**src/rtl/i2c_bus_monitor.sv**
```systemverilog
// i2c_bus_monitor: passive I2C decoder that reports START/STOP and each received byte with its ACK.
module i2c_bus_monitor #(
    parameter int FILTER_LEN = 3,
    parameter int CNT_WIDTH  = 8
) (
    input  logic                 clk,
    input  logic                 reset,
    input  logic                 enable,
    input  logic                 sda_in,
    input  logic                 scl_in,
    input  logic [6:0]           match_addr,
    output logic                 start_det,
    output logic                 stop_det,
    output logic                 byte_valid,
    output logic [7:0]           byte_data,
    output logic                 byte_ack,
    output logic                 byte_is_addr,
    output logic                 addr_match,
    output logic                 frame_err,
    output logic                 bus_busy,
    output logic [CNT_WIDTH-1:0] byte_cnt
);
    localparam int FW = $clog2(FILTER_LEN + 1);
    typedef enum logic [1:0] {IDLE, ADDR, DATA, WAIT} state_t;
    state_t             state;
    logic [1:0]         s1, s2, filt, prev;  // bit 0 = SDA, bit 1 = SCL
    logic [1:0][FW-1:0] fcnt;
    logic [3:0]         bit_cnt;
    logic [7:0]         shreg;
    logic               start_c, stop_c, scl_rise, in_byte;

    always_ff @(posedge clk or negedge reset) begin
        if (!reset) begin
            s1   <= '1;
            s2   <= '1;
            filt <= '1;
            prev <= '1;
            fcnt <= '0;
        end else begin
            s1   <= {scl_in, sda_in};
            s2   <= s1;
            prev <= filt;
            for (int i = 0; i < 2; i++)
                if (s2[i] == filt[i])
                    fcnt[i] <= '0;
                else if (fcnt[i] == FW'(FILTER_LEN - 1)) begin
                    filt[i] <= s2[i];
                    fcnt[i] <= '0;
                end else
                    fcnt[i] <= fcnt[i] + FW'(1);
        end
    end

    // SCL held high across both cycles also excludes a simultaneous SCL edge
    assign start_c  = filt[1] && prev[1] && prev[0] && !filt[0];
    assign stop_c   = filt[1] && prev[1] && !prev[0] && filt[0];
    assign scl_rise = filt[1] && !prev[1];
    assign in_byte  = state == ADDR || state == DATA;

    always_ff @(posedge clk or negedge reset) begin
        if (!reset) begin
            state        <= IDLE;
            bit_cnt      <= '0;
            shreg        <= '0;
            start_det    <= 1'b0;
            stop_det     <= 1'b0;
            byte_valid   <= 1'b0;
            byte_data    <= '0;
            byte_ack     <= 1'b0;
            byte_is_addr <= 1'b0;
            addr_match   <= 1'b0;
            frame_err    <= 1'b0;
            bus_busy     <= 1'b0;
            byte_cnt     <= '0;
        end else begin
            start_det  <= 1'b0;
            stop_det   <= 1'b0;
            byte_valid <= 1'b0;
            frame_err  <= 1'b0;
            if (!enable) begin
                state    <= IDLE;
                bit_cnt  <= '0;
                bus_busy <= 1'b0;
            end else if (start_c) begin
                start_det <= 1'b1;
                frame_err <= in_byte && bit_cnt != 4'd0;
                state     <= ADDR;
                bit_cnt   <= '0;
                byte_cnt  <= '0;
                bus_busy  <= 1'b1;
            end else if (stop_c) begin
                stop_det  <= 1'b1;
                frame_err <= in_byte && bit_cnt != 4'd0;
                state     <= IDLE;
                bit_cnt   <= '0;
                bus_busy  <= 1'b0;
            end else if (scl_rise && in_byte) begin
                if (bit_cnt == 4'd8) begin
                    byte_valid   <= 1'b1;
                    byte_data    <= shreg;
                    byte_ack     <= !filt[0];
                    byte_is_addr <= state == ADDR;
                    addr_match   <= state == ADDR && shreg[7:1] == match_addr;
                    byte_cnt     <= byte_cnt + CNT_WIDTH'(byte_cnt != '1);
                    bit_cnt      <= '0;
                    state        <= filt[0] ? WAIT : DATA;
                end else begin
                    shreg   <= {shreg[6:0], filt[0]};
                    bit_cnt <= bit_cnt + 4'd1;
                end
            end
        end
    end
endmodule
```
**config.mk**
```make
export PLATFORM = sky130hd
export DESIGN_NAME = i2c_bus_monitor
export DESIGN_NICKNAME = d
export VERILOG_FILES = /design/src/rtl/i2c_bus_monitor.sv
export SDC_FILE = /design/constraint.sdc
export NUM_CORES = 1
export LEC_CHECK = 0
export CORE_ASPECT_RATIO = 1.75
export CORE_MARGIN = 1.5
export CORE_UTILIZATION = 52
export DETAILED_ROUTE_END_ITERATION = 8
export GPL_TIMING_DRIVEN = 0
export PLACE_DENSITY_LB_ADDON = 0.1
export SETUP_SLACK_MARGIN = 0.15
export SYNTH_ARGS = -nofsm -noshare
export SYNTH_HDL_FRONTEND = slang
export SYNTH_SLANG_ARGS = --single-unit
```
**constraint.sdc**
```tcl
create_clock -name clk -period 2.37 [get_ports clk]
set_input_delay 0.3555 -clock clk [delete_from_list [all_inputs] [get_ports clk]]
set_output_delay 0.3555 -clock clk [all_outputs]
set_load 0.02 [all_outputs]
```
==> results.txt <==
Sequential cell area fraction in the yosys report -> 56.7%
Top cells by instance count after synthesis -> sky130_fd_sc_hd__dfrtp_1, sky130_fd_sc_hd__nand2_1, sky130_fd_sc_hd__xnor2_1
Count of max-cap constraint violations -> 0
Flops & latches, synth -> 50
Final worst path period share -> 78.3%
CTS sink cnt -> 50
Peak ir drop on the vdd network -> 675 uV
Total number of vias -> 1515
Worst clock skew on the final layout -> 5.60 ps
Weighted congestion reported at the end of routability-driven placement -> 0.738
Non-filler instance count after layout -> 284
Core Region -> 4110 um^2
Worst Tran Pin Value -> 508 ps
EDFF count, synth -> 0
Count leader, synth -> sky130_fd_sc_hd__dfrtp_1
Overflow left after global routing -> 0
Hold Crit Class -> register to register
Mapped Avg Cell Area -> 11.7 um^2
Fraction of layout instances using a drive strength above 1 -> 18.7%
CTS root buffer -> sky130_fd_sc_hd__clkbuf_8
Placed cell count -> 275
Number of setup buffers added after CTS -> 0
Crit path required time -> 2550 ps
Die Footprint -> 4690 um^2
Vias in the first global route -> 1552
Static leakage -> 1.22 nW
Highest Clock Rate -> 539 MHz
Number of inserted filler cells in the final layout -> 325
Max Slew Vio Count -> 0
Area growth from synthesis to final layout -> 23.9%
Width of the chip -> 52.4 um
Synth Warn # -> 0
Minimum clock period after layout -> 1850 ps
Proportion of synthesized flip-flops having asynchronous set or reset -> 100%
Via-to-Cell Ratio -> 5.33
Initial Utilization -> 54.1%
Post-cts hold buffer count -> 1
CTS Buffer Depth -> 2
Buffers added on ports -> 35
Mapped Cells -> 190
Leading cell types by total area after synthesis -> sky130_fd_sc_hd__dfrtp_1, sky130_fd_sc_hd__dfstp_2, sky130_fd_sc_hd__xnor2_1, sky130_fd_sc_hd__nand2_1, sky130_fd_sc_hd__mux2_2
Iteration-0 DRC count of the detailed router -> 30
Final hold violation count -> 0
Data arrival, critical path -> 2040 ps
Total number of H-tree levels -> 2
Mapped Area -> 2220 um^2
Setup violations, final -> 0
Post-synth top flop -> sky130_fd_sc_hd__dfrtp_1
Global-route total usage across every layer -> 19.5%
Area fraction of the dominant cell type after synthesis -> 47.3%
HPWL after detailed placement -> 3.01 mm
Critical path capture point type -> register
Clock transition at the registers of the reported paths -> 80 ps
Largest fanout on the critical path -> 10
Largest net degree at the start of global routing -> 39
Number of design rule violations left after detail routing -> 0
Synth Net Count -> 207
Die Y -> 89.5 um
Number of nets still failing antenna checks after routing -> 0
Total CTS buffers -> 5
Biggest area consumer among synthesized cells -> sky130_fd_sc_hd__dfrtp_1
Outcome -> complete, no violations
Number of placement rows -> 31
Nets -> 251
Antenna violations before repair -> 0
Combined flip-flop and latch cell area -> 1260 um^2
Multi-input gate area -> 885 um^2
TritonCTS clock tree -> done
Number of iterations in the first detailed-routing pass -> 4
Type of the setup path with the least slack -> register to register
Worst slew slack as a fraction of its limit -> 66.0%
Sum of routed wire length over all layers -> 4.05 mm
Power density cells -> 745 nW/um^2
Setup TNS -> 0 ps
Startpoint type of the worst setup path -> register
First-pass GRT wire length -> 6.76 mm
RSZ-0062 raised after global routing -> false
Library cells used by synthesis -> 40
Total of cells resized after clock tree synthesis -> 0
Clock latency on the worst-skew pair -> 290 ps
Antenna diodes -> 0
Top Ports -> 36
Routed wire per std cell -> 14.3 um
==> per-stage QoR <==
stage	worst slack (ps)	hold WS, ps	utilization [%]	total power [W]	cell area (um^2)
6_report	515	361	67.0	0.00205	2760
2_1_floorplan	614	59.9	-	0.00143	2220
4_1_cts	487	362	67.0	0.00208	2760
3_5_place_dp	312	268	64.5	0.00157	2650
3_3_place_gp	-307	347	64.1	0.00154	2640
5_1_grt	427	364	67.0	0.00217	2760
==> worst paths after layout <==
check | start | to | slack, ps | depth (start not counted)
worst max-delay path | state[0] | addr_match | 520 | 7
worst min-delay path | s1[0] | s2[0] | 360 | 0
worst max register to register | state[0] | addr_match | 520 | 7
worst min register to register | s1[0] | s2[0] | 360 | 0
max in group asynchronous | reset | s1[0] | 1320 | 3
min in group asynchronous | reset | byte_data[3] | 470 | 2
==> layout make-up <==
class,instances,share of cell area [%]
Clock buffer,6,3.00
Clock inverter,2,0.454
Buffer,5,1.82
Tap cell,49,2.23
Timing Repair Buffer,37,13.6
Inverter,6,0.999
Multi-Input combinational cell,129,32.1
Sequential cell,50,45.8
==> critical path, cell delays in order, from the launching register on <==
cell	delay [ps]
sky130_fd_sc_hd__dfrtp_1	400
sky130_fd_sc_hd__ha_1	370
sky130_fd_sc_hd__nand4bb_4	300
sky130_fd_sc_hd__or2_1	250
sky130_fd_sc_hd__buf_6	140
sky130_fd_sc_hd__buf_6	140
sky130_fd_sc_hd__nand2_1	70
sky130_fd_sc_hd__o31ai_1	70
==> placed cells by master, fill, tap and decap left out, types with 6 or more instances in the layout <==
cell | netlist | layout
sky130_fd_sc_hd__clkbuf_8 | 0 | 6
sky130_fd_sc_hd__clkdlybuf4s50_1 | 0 | 34
sky130_fd_sc_hd__dfrtp_1 | 42 | 42
sky130_fd_sc_hd__dfstp_2 | 8 | 8
sky130_fd_sc_hd__mux2_2 | 10 | 10
sky130_fd_sc_hd__nand2_1 | 33 | 33
sky130_fd_sc_hd__nor2_1 | 13 | 13
sky130_fd_sc_hd__nor3_1 | 6 | 6
sky130_fd_sc_hd__xnor2_1 | 15 | 15
==> kinds of logic (layout without fill, tap and decap cells) <==
group,Yosys count,in the layout,share of synthesized area [%]
multiplexers,10,10,5.06
AND/OR/NAND/NOR,82,82,20.2
AO/OA/AOI/OAI,15,15,5.01
buffers and inverters,11,56,3.49
adder cells (fa/ha/maj),5,5,2.81
flip-flops,50,50,56.7
XOR/XNOR,17,17,6.70
==> routing by layer <==
layer / global-route usage (%) / up-vias / wire length [um]
met3: 4.68 / 5 / 152
li1: - / 733 / -
met5: 0 / - / 0
met2: 35.1 / 30 / 2180
met4: 9.32 / 0 / 58
met1: 20.8 / 747 / 1660
==> power by group <==
group | switching (W) | leakage, nW | internal, W
clock | 0.000267 | 0.0472 | 0.000235
combinational | 0.000232 | 0.505 | 0.000230
sequential | 0.000103 | 0.664 | 0.000985
==> sequential cells by signal, indices dropped and copies added (netlist names), 2 cells and up <==
register   cells
bit_cnt        4
byte_cnt       8
byte_data      8
fcnt           4
filt           2
prev           2
s1             2
s2             2
shreg          8
state          2
Note: power is estimated with default switching activity, not from simulation.
